--- src/rtl/event_dispatcher_pkg.sv ---
// event_dispatcher_pkg
//   Shared definitions for the event dispatcher and the per-region queue side:
//   the sensor event record, default sensor geometry and region grid, index
//   widths, and a constant function that builds the region boundary table.
//   No ports (package).
package event_dispatcher_pkg;

    localparam int XY_BITS = 12;
    localparam int TS_BITS = 16;

    localparam int DEFAULT_SENSOR_WIDTH  = 640;
    localparam int DEFAULT_SENSOR_HEIGHT = 480;
    localparam int DEFAULT_X_DIVISIONS   = 2;
    localparam int DEFAULT_Y_DIVISIONS   = 2;

    // Upper bound on divisions per axis; sizes the boundary table.
    localparam int MAX_DIVISIONS = 16;

    // Index width for n choices; a single choice still needs one bit.
    function automatic int div_bits(input int n);
        return (n <= 1) ? 1 : $clog2(n);
    endfunction

    localparam int X_DIV_BITS = div_bits(DEFAULT_X_DIVISIONS);
    localparam int Y_DIV_BITS = div_bits(DEFAULT_Y_DIVISIONS);

    typedef struct packed {
        logic [TS_BITS-1:0] ts;
        logic               polarity;
        logic [XY_BITS-1:0] y;
        logic [XY_BITS-1:0] x;
    } event_t;

    typedef logic [MAX_DIVISIONS-1:0][XY_BITS-1:0] bounds_t;

    // Entry i is the first coordinate of region i along one axis.
    function automatic bounds_t region_bounds(input int extent, input int divisions);
        bounds_t b;
        b = '0;
        for (int i = 0; i < MAX_DIVISIONS; i++) begin
            if (i < divisions) begin
                b[i] = XY_BITS'(i * (extent / divisions));
            end
        end
        return b;
    endfunction

endpackage

--- src/rtl/event_dispatcher_region_lookup.sv ---
// event_dispatcher_region_lookup
//   Purely combinational mapping of an event's (x,y) to its region.
//   Ports:
//     evt     in   event to classify (only x, y are examined)
//     x_dest  out  column index, clamped to the last column
//     y_dest  out  row index, clamped to the last row
//     dest    out  flattened destination y_dest*X_DIVISIONS + x_dest
module event_dispatcher_region_lookup
    import event_dispatcher_pkg::*;
#(
    parameter int X_DIVISIONS   = DEFAULT_X_DIVISIONS,
    parameter int Y_DIVISIONS   = DEFAULT_Y_DIVISIONS,
    parameter int SENSOR_WIDTH  = DEFAULT_SENSOR_WIDTH,
    parameter int SENSOR_HEIGHT = DEFAULT_SENSOR_HEIGHT,
    localparam int XD_BITS   = div_bits(X_DIVISIONS),
    localparam int YD_BITS   = div_bits(Y_DIVISIONS),
    localparam int DEST_BITS = div_bits(X_DIVISIONS * Y_DIVISIONS)
) (
    input  event_t               evt,
    output logic [XD_BITS-1:0]   x_dest,
    output logic [YD_BITS-1:0]   y_dest,
    output logic [DEST_BITS-1:0] dest
);

    localparam bounds_t X_BOUNDS = region_bounds(SENSOR_WIDTH, X_DIVISIONS);
    localparam bounds_t Y_BOUNDS = region_bounds(SENSOR_HEIGHT, Y_DIVISIONS);

    // Scanning only up to DIVISIONS-1 gives the clamp for free: anything
    // past the last boundary, including off-sensor coordinates, stays there.
    always_comb begin
        x_dest = '0;
        for (int i = 1; i < X_DIVISIONS; i++) begin
            if (evt.x >= X_BOUNDS[i]) x_dest = XD_BITS'(i);
        end
        y_dest = '0;
        for (int j = 1; j < Y_DIVISIONS; j++) begin
            if (evt.y >= Y_BOUNDS[j]) y_dest = YD_BITS'(j);
        end
    end

    assign dest = DEST_BITS'(y_dest) * DEST_BITS'(X_DIVISIONS) + DEST_BITS'(x_dest);

    // Timestamp and polarity do not affect routing.
    logic unused_evt_bits;
    assign unused_evt_bits = ^{evt.ts, evt.polarity};

endmodule

--- src/rtl/event_dispatcher.sv ---
// event_dispatcher
//   Routes a single sensor event stream to X_DIVISIONS*Y_DIVISIONS region
//   queues through a two-register pipeline (route register A, output
//   register B). An entry blocked at B for STALL_LIMIT cycles is dropped.
//   Ports:
//     clk, rst_n      clock, asynchronous active-low reset
//     in_valid/ready  input handshake, in_event carries the event
//     out_valid       one-hot, bit d offers out_event to queue d
//     out_ready       per-queue ready; only the addressed bit matters
//     out_event       shared output event bus
//     stall_pulse     one-cycle pulse the cycle after an entry is dropped
//     accepted_count  saturating count of input handshakes
//     drop_count      saturating count of dropped entries
//     fsm_state       output-register state (0 empty, 1 holding)
//
//   Handshake rule (both sides): a transfer happens in a cycle where valid
//   and ready are both high at the rising edge; valid, once raised, holds
//   its data until that transfer. in_ready may depend combinationally on
//   out_ready.
module event_dispatcher
    import event_dispatcher_pkg::*;
#(
    parameter int X_DIVISIONS   = DEFAULT_X_DIVISIONS,
    parameter int Y_DIVISIONS   = DEFAULT_Y_DIVISIONS,
    parameter int SENSOR_WIDTH  = DEFAULT_SENSOR_WIDTH,
    parameter int SENSOR_HEIGHT = DEFAULT_SENSOR_HEIGHT,
    parameter int STALL_LIMIT   = 64,
    parameter int CNT_BITS      = 16,
    localparam int NUM_DEST     = X_DIVISIONS * Y_DIVISIONS
) (
    input  logic                clk,
    input  logic                rst_n,
    input  logic                in_valid,
    output logic                in_ready,
    input  event_t              in_event,
    output logic [NUM_DEST-1:0] out_valid,
    input  logic [NUM_DEST-1:0] out_ready,
    output event_t              out_event,
    output logic                stall_pulse,
    output logic [CNT_BITS-1:0] accepted_count,
    output logic [CNT_BITS-1:0] drop_count,
    output logic [0:0]          fsm_state
);

    localparam int XD_BITS   = div_bits(X_DIVISIONS);
    localparam int YD_BITS   = div_bits(Y_DIVISIONS);
    localparam int DEST_BITS = div_bits(NUM_DEST);
    localparam int WAIT_BITS = (STALL_LIMIT < 2) ? 1 : $clog2(STALL_LIMIT);

    localparam logic [0:0] ST_EMPTY = 1'b0;
    localparam logic [0:0] ST_HOLD  = 1'b1;

    localparam logic [CNT_BITS-1:0] CNT_MAX = '1;

    // Stage A
    logic                 live;
    logic                 a_valid;
    event_t               a_event;
    logic [DEST_BITS-1:0] a_dest;
    logic [XD_BITS-1:0]   a_x_dest;
    logic [YD_BITS-1:0]   a_y_dest;

    // Stage B
    logic [0:0]           b_state;
    event_t               b_event;
    logic [DEST_BITS-1:0] b_dest;
    logic [WAIT_BITS-1:0] wait_cnt;

    logic b_hold;
    logic b_ready;
    logic b_done;
    logic b_drop;
    logic b_free;
    logic a_advance;
    logic in_fire;

    event_dispatcher_region_lookup #(
        .X_DIVISIONS  (X_DIVISIONS),
        .Y_DIVISIONS  (Y_DIVISIONS),
        .SENSOR_WIDTH (SENSOR_WIDTH),
        .SENSOR_HEIGHT(SENSOR_HEIGHT)
    ) u_lookup (
        .evt   (a_event),
        .x_dest(a_x_dest),
        .y_dest(a_y_dest),
        .dest  (a_dest)
    );

    // Per-axis indices are for the queue side; routing needs only dest.
    logic unused_axis_dest;
    assign unused_axis_dest = ^{a_x_dest, a_y_dest};

    assign b_hold = (b_state == ST_HOLD);

    always_comb begin
        out_valid = '0;
        if (b_hold) out_valid[b_dest] = 1'b1;
    end

    // Masking with out_valid ignores ready bits of other queues.
    assign b_ready = |(out_valid & out_ready);
    assign b_done  = b_hold && b_ready;

    generate
        if (STALL_LIMIT != 0) begin : g_drop
            assign b_drop = b_hold && !b_ready &&
                            (wait_cnt == WAIT_BITS'(STALL_LIMIT - 1));
        end else begin : g_no_drop
            assign b_drop = 1'b0;
        end
    endgenerate

    // B frees its slot on completion or drop, so A can move up in the same
    // cycle and the pipe sustains one event per cycle.
    assign b_free    = !b_hold || b_done || b_drop;
    assign a_advance = a_valid && b_free;
    // live keeps in_ready low while reset is asserted and on the first edge.
    assign in_ready  = live && (!a_valid || a_advance);
    assign in_fire   = in_valid && in_ready;

    assign out_event = b_event;
    assign fsm_state = b_state;

    always_ff @(posedge clk or negedge rst_n) begin
        if (!rst_n) begin
            live           <= 1'b0;
            a_valid        <= 1'b0;
            a_event        <= '0;
            b_state        <= ST_EMPTY;
            b_event        <= '0;
            b_dest         <= '0;
            wait_cnt       <= '0;
            stall_pulse    <= 1'b0;
            accepted_count <= '0;
            drop_count     <= '0;
        end else begin
            live <= 1'b1;

            if (in_fire) begin
                a_valid <= 1'b1;
                a_event <= in_event;
            end else if (a_advance) begin
                a_valid <= 1'b0;
            end

            if (b_free) begin
                if (a_valid) begin
                    b_state  <= ST_HOLD;
                    b_event  <= a_event;
                    b_dest   <= a_dest;
                    wait_cnt <= '0;
                end else begin
                    b_state <= ST_EMPTY;
                end
            end else begin
                // Not free implies holding with the addressed ready low.
                wait_cnt <= wait_cnt + WAIT_BITS'(1);
            end

            stall_pulse <= b_drop;

            if (in_fire && (accepted_count != CNT_MAX)) begin
                accepted_count <= accepted_count + CNT_BITS'(1);
            end
            if (b_drop && (drop_count != CNT_MAX)) begin
                drop_count <= drop_count + CNT_BITS'(1);
            end
        end
    end

endmodule

--- config.mk ---
export PLATFORM = sky130hd
export DESIGN_NAME = event_dispatcher
export DESIGN_NICKNAME = d
export VERILOG_FILES = /design/src/rtl/event_dispatcher_pkg.sv /design/src/rtl/event_dispatcher_region_lookup.sv /design/src/rtl/event_dispatcher.sv
export SDC_FILE = /design/constraint.sdc
export NUM_CORES = 1
export LEC_CHECK = 0
export CAP_MARGIN = 30
export CORE_MARGIN = 2
export CORE_UTILIZATION = 30
export CTS_CLUSTER_SIZE = 14
export DETAILED_ROUTE_END_ITERATION = 7
export PLACE_DENSITY = 0.54
export SETUP_SLACK_MARGIN = 0.4
export SLEW_MARGIN = 20
export SYNTH_ARGS = -nofsm -noshare
export SYNTH_HDL_FRONTEND = slang
export SYNTH_SLANG_ARGS = --single-unit
--- constraint.sdc ---
create_clock -name clk -period 6.2 [get_ports clk]
set_clock_uncertainty 0.2 [all_clocks]
set_input_delay 1.24 -clock clk [delete_from_list [all_inputs] [get_ports clk]]
set_output_delay 1.24 -clock clk [all_outputs]
set_load 0.03 [all_outputs]
==> results by group <==
Global route
  – Largest net degree at the start of global routing: 66
  – GRT overflow: 0
  – Vias in the first global route: 3944
  – First-pass GRT wire length: 20.2 mm
  – Initial antenna violation count: 0
  – Total GRT Usage: 0.140

Clock tree
  – Post-CTS Hold Fix Bufs: 0
  – Root buf cell: clkbuf_16
  – CTS buffer count: 17
  – Maximum clock insertion buffer count: 2
  – Cts repair resizes: 0
  – CTS tree: yes
  – Post CTS Setup Buffer Count: 0
  – Clock latency on the worst-skew pair: 0.41 ns
  – CTS Sinks: 126
  – H-tree levels: 4
  – Worst-path clk slew: 0.05 ns

Pwr
  – Pwr dens: 458 nW/um^2
  – Max VDD drop: 268 uV
  – P_leak: 3.44 nW
  – Total chip power: 3.39 mW

Cells and area
  – Area grow syn2layout: 42.0%
  – Fin util: 0.433
  – N_diodes: 0
  – FILL cells: 1619
  – Share of layout cells above drive strength 1: 0.140
  – Final #Nets: 661

Worst setup path
  – Critical path arrival: 3.38 ns
  – CP Cell Sequence: clkdlybuf4s50_1 -> mux2_2 -> o22a_1 -> nor2_1 -> nand2_1 -> and2_1 -> clkdlybuf4s50_1
  – Worst Path Max Fanout: 7
  – Reg2Reg Depth: 7
  – CP Class: in -> out
  – CP endpoint kind: output pin
  – Startpoint class of the critical path: input port
  – Req. time, crit path: 4.76 ns
  – FF-to-FF Start: wait_cnt[0]
  – CP max stage cell: clkdlybuf4s50_1
  – CP peak stage delay: 0.59 ns
  – Worst r2r dst: out_event[27]
  – Crit path top cell by count: clkdlybuf4s50_1
  – FF-to-FF setup slack: 3.32 ns

Timing
  – Max-slew violations: 0
  – Setup TNS Final: 0 ns
  – Finish-stage setup viols: 0
  – Fmax: 208 MHz
  – Period utilisation layout: 0.777
  – Worst slew pin tran: 0.860 ns
  – Slew HR: 0.427
  – Crit path time final: 4.82 ns
  – RSZ-0062 raised after global routing: false
  – Worst setup margin: 1.38 ns
  – Fin. Hold Viols: 0

Routing
  – Via count: 3841
  – Drt total wl: 12.3 mm
  – Wire length per cell: 14.5 um
  – Vias/cell: 4.53
  – DR DRC count: 0
  – DRT Pass-1 Iters: 4
  – 1st-iter DRT viols: 209
  – Routed Antenna Nets: 0

Die
  – DIE WIDTH: 136 um
  – Chip Height: 136 um
  – Core Footprint: 17100 sq um
  – Initial Util: 0.305
  – Die ar.: 18400 sq um
  – Boundary Pins: 128
  – Site Rows: 48

Min path
  – Worst Hold Launch: a_event[33]
  – Worst hold path type: reg -> reg
  – Hold path endpoint: a_event[33]
  – Worst Hold Depth: 2

Yosys
  – Sequential fraction of the synthesis area: 0.605
  – Synth Instances: 472
  – Yosys reg bits: 126
  – Leading area contributor after synthesis: dfrtp_1
  – Number of flops mapped to enable cells by yosys: 0
  – Synthesis Warnings: 0
  – Synth area leaders: dfrtp_1 (60%), nand2_1 (10%), mux2_2 (9.1%)
  – Ys async rst share: 1.00
  – Synthesized area: 5210 sq um
  – Top cell type's share of synthesized area: 0.605
  – Synth cell types: 37
  – Net Count, Synth: 523
  – Mean area per synthesized cell: 11.0 sq um
  – Top_reg_cell synth: dfrtp_1

Outcome
  – Outcome: complete, no violations

Placement
  – Final Wtd Congestion: 0.799
  – PortBufs: 127
  – Detail Placement HPWL: 8.11 mm
  – Place WS: 1.39 ns

Job
  – Max Cap Viol: 0
final cells by class:
cell class,instances,area [sq um],area share
Clock buffer,22,484,0.0654
Clock inverter,10,159,0.0215
Inverter,9,33.8,0.00456
Multi-Input combinational cell,323,1960,0.264
Sequential cell,126,3150,0.426
Tap cell,225,282,0.0380
Timing Repair Buffer,133,1340,0.180
critical path: cells and delay by family:
kind | cells | cell delay [ns]
simple gates | 3 | 0.57
mux | 1 | 0.28
buf+inv | 2 | 0.98
compound gates | 1 | 0.30
power breakdown:
| part | internal [mW] | total, mW | switching [mW] |
|---|---|---|---|
| sequential | 1.05 | 1.20 | 0.150 |
| combinational | 0.504 | 1.12 | 0.612 |
| clock | 0.714 | 1.08 | 0.362 |
registers in the layout, summed over array words and instances (netlist names):
register	cells
a_event	41
a_valid	1
accepted_count	16
b_dest	2
drop_count	16
fsm_state	1
live	1
out_event	41
stall_pulse	1
wait_cnt	6
Yosys cell counts, types with 2 or more instances:
| master | count |
|---|---|
| and3_1 | 5 |
| clkbuf_1 | 4 |
| buf_2 | 6 |
| buf_4 | 3 |
| and2_1 | 2 |
| a21oi_1 | 5 |
| o21ai_0 | 8 |
| nor2_1 | 20 |
| nor3_1 | 7 |
| inv_1 | 9 |
| xor2_1 | 22 |
| nand4_1 | 10 |
| ha_1 | 3 |
| nand2b_1 | 2 |
| nand3_1 | 13 |
| xnor2_1 | 8 |
| nor4_1 | 13 |
| mux2_2 | 42 |
| mux2_1 | 3 |
| dfrtp_1 | 126 |
| nand2_1 | 144 |
| or3_1 | 2 |
cells in the final DEF, fill, tap and decap left out, types with 5 or more instances in the layout:
cell type | Yosys | layout
nor4_1 | 13 | 13
nand3_1 | 13 | 13
dfrtp_1 | 126 | 126
o21ai_0 | 8 | 8
nand2_1 | 144 | 144
xnor2_1 | 8 | 8
nor2_1 | 20 | 20
and3_1 | 5 | 5
a21oi_1 | 5 | 5
xor2_1 | 22 | 22
nand4_1 | 10 | 10
mux2_2 | 42 | 42
clkbuf_16 | 0 | 17
nor3_1 | 7 | 7
clkdlybuf4s50_1 | 0 | 126
inv_1 | 9 | 9
how the worst max path moves through the flow:
stage,from,end,slack (ns)
after floorplan,out_ready[2],in_ready,2.42
after global placement,out_ready[2],in_ready,1.41
after detailed placement,out_ready[2],in_ready,1.39
after CTS,out_ready[2],in_ready,1.37
after global routing,out_ready[2],in_ready,1.30
final,out_ready[2],in_ready,1.38
stage by stage:
| stage | area, sq um | instances | hold WS [ns] |
|---|---|---|---|
| 3_3_place_gp | 6730 | 814 | 0.252 |
| 2_1_floorplan | 5210 | 472 | 0.238 |
| 6_report | 7400 | 848 | 0.269 |
| 4_1_cts | 7400 | 847 | 0.273 |
| 3_5_place_dp | 6760 | 815 | 0.259 |
| 5_1_grt | 7400 | 848 | 0.289 |
logic make-up (layout without fill, tap and decap cells):
family	Yosys count	in the layout	share of synthesized area
compound gates	21	21	0.0307
buf+inv	23	174	0.0216
mux	45	45	0.0972
simple gates	223	223	0.187
fa+ha+maj	3	3	0.00720
xor+xnor	30	30	0.0504
other cells	1	1	0.000719
flops	126	126	0.605
routing by layer:
metal,GRT usage,vias up,wire length [um]
met5,0,-,0
met4,0.0544,0,193
met3,0.0391,19,595
met2,0.216,88,5710
met1,0.189,1869,5840
li1,-,1865,-
No activity file was read; power rests on OpenSTA's default activity.
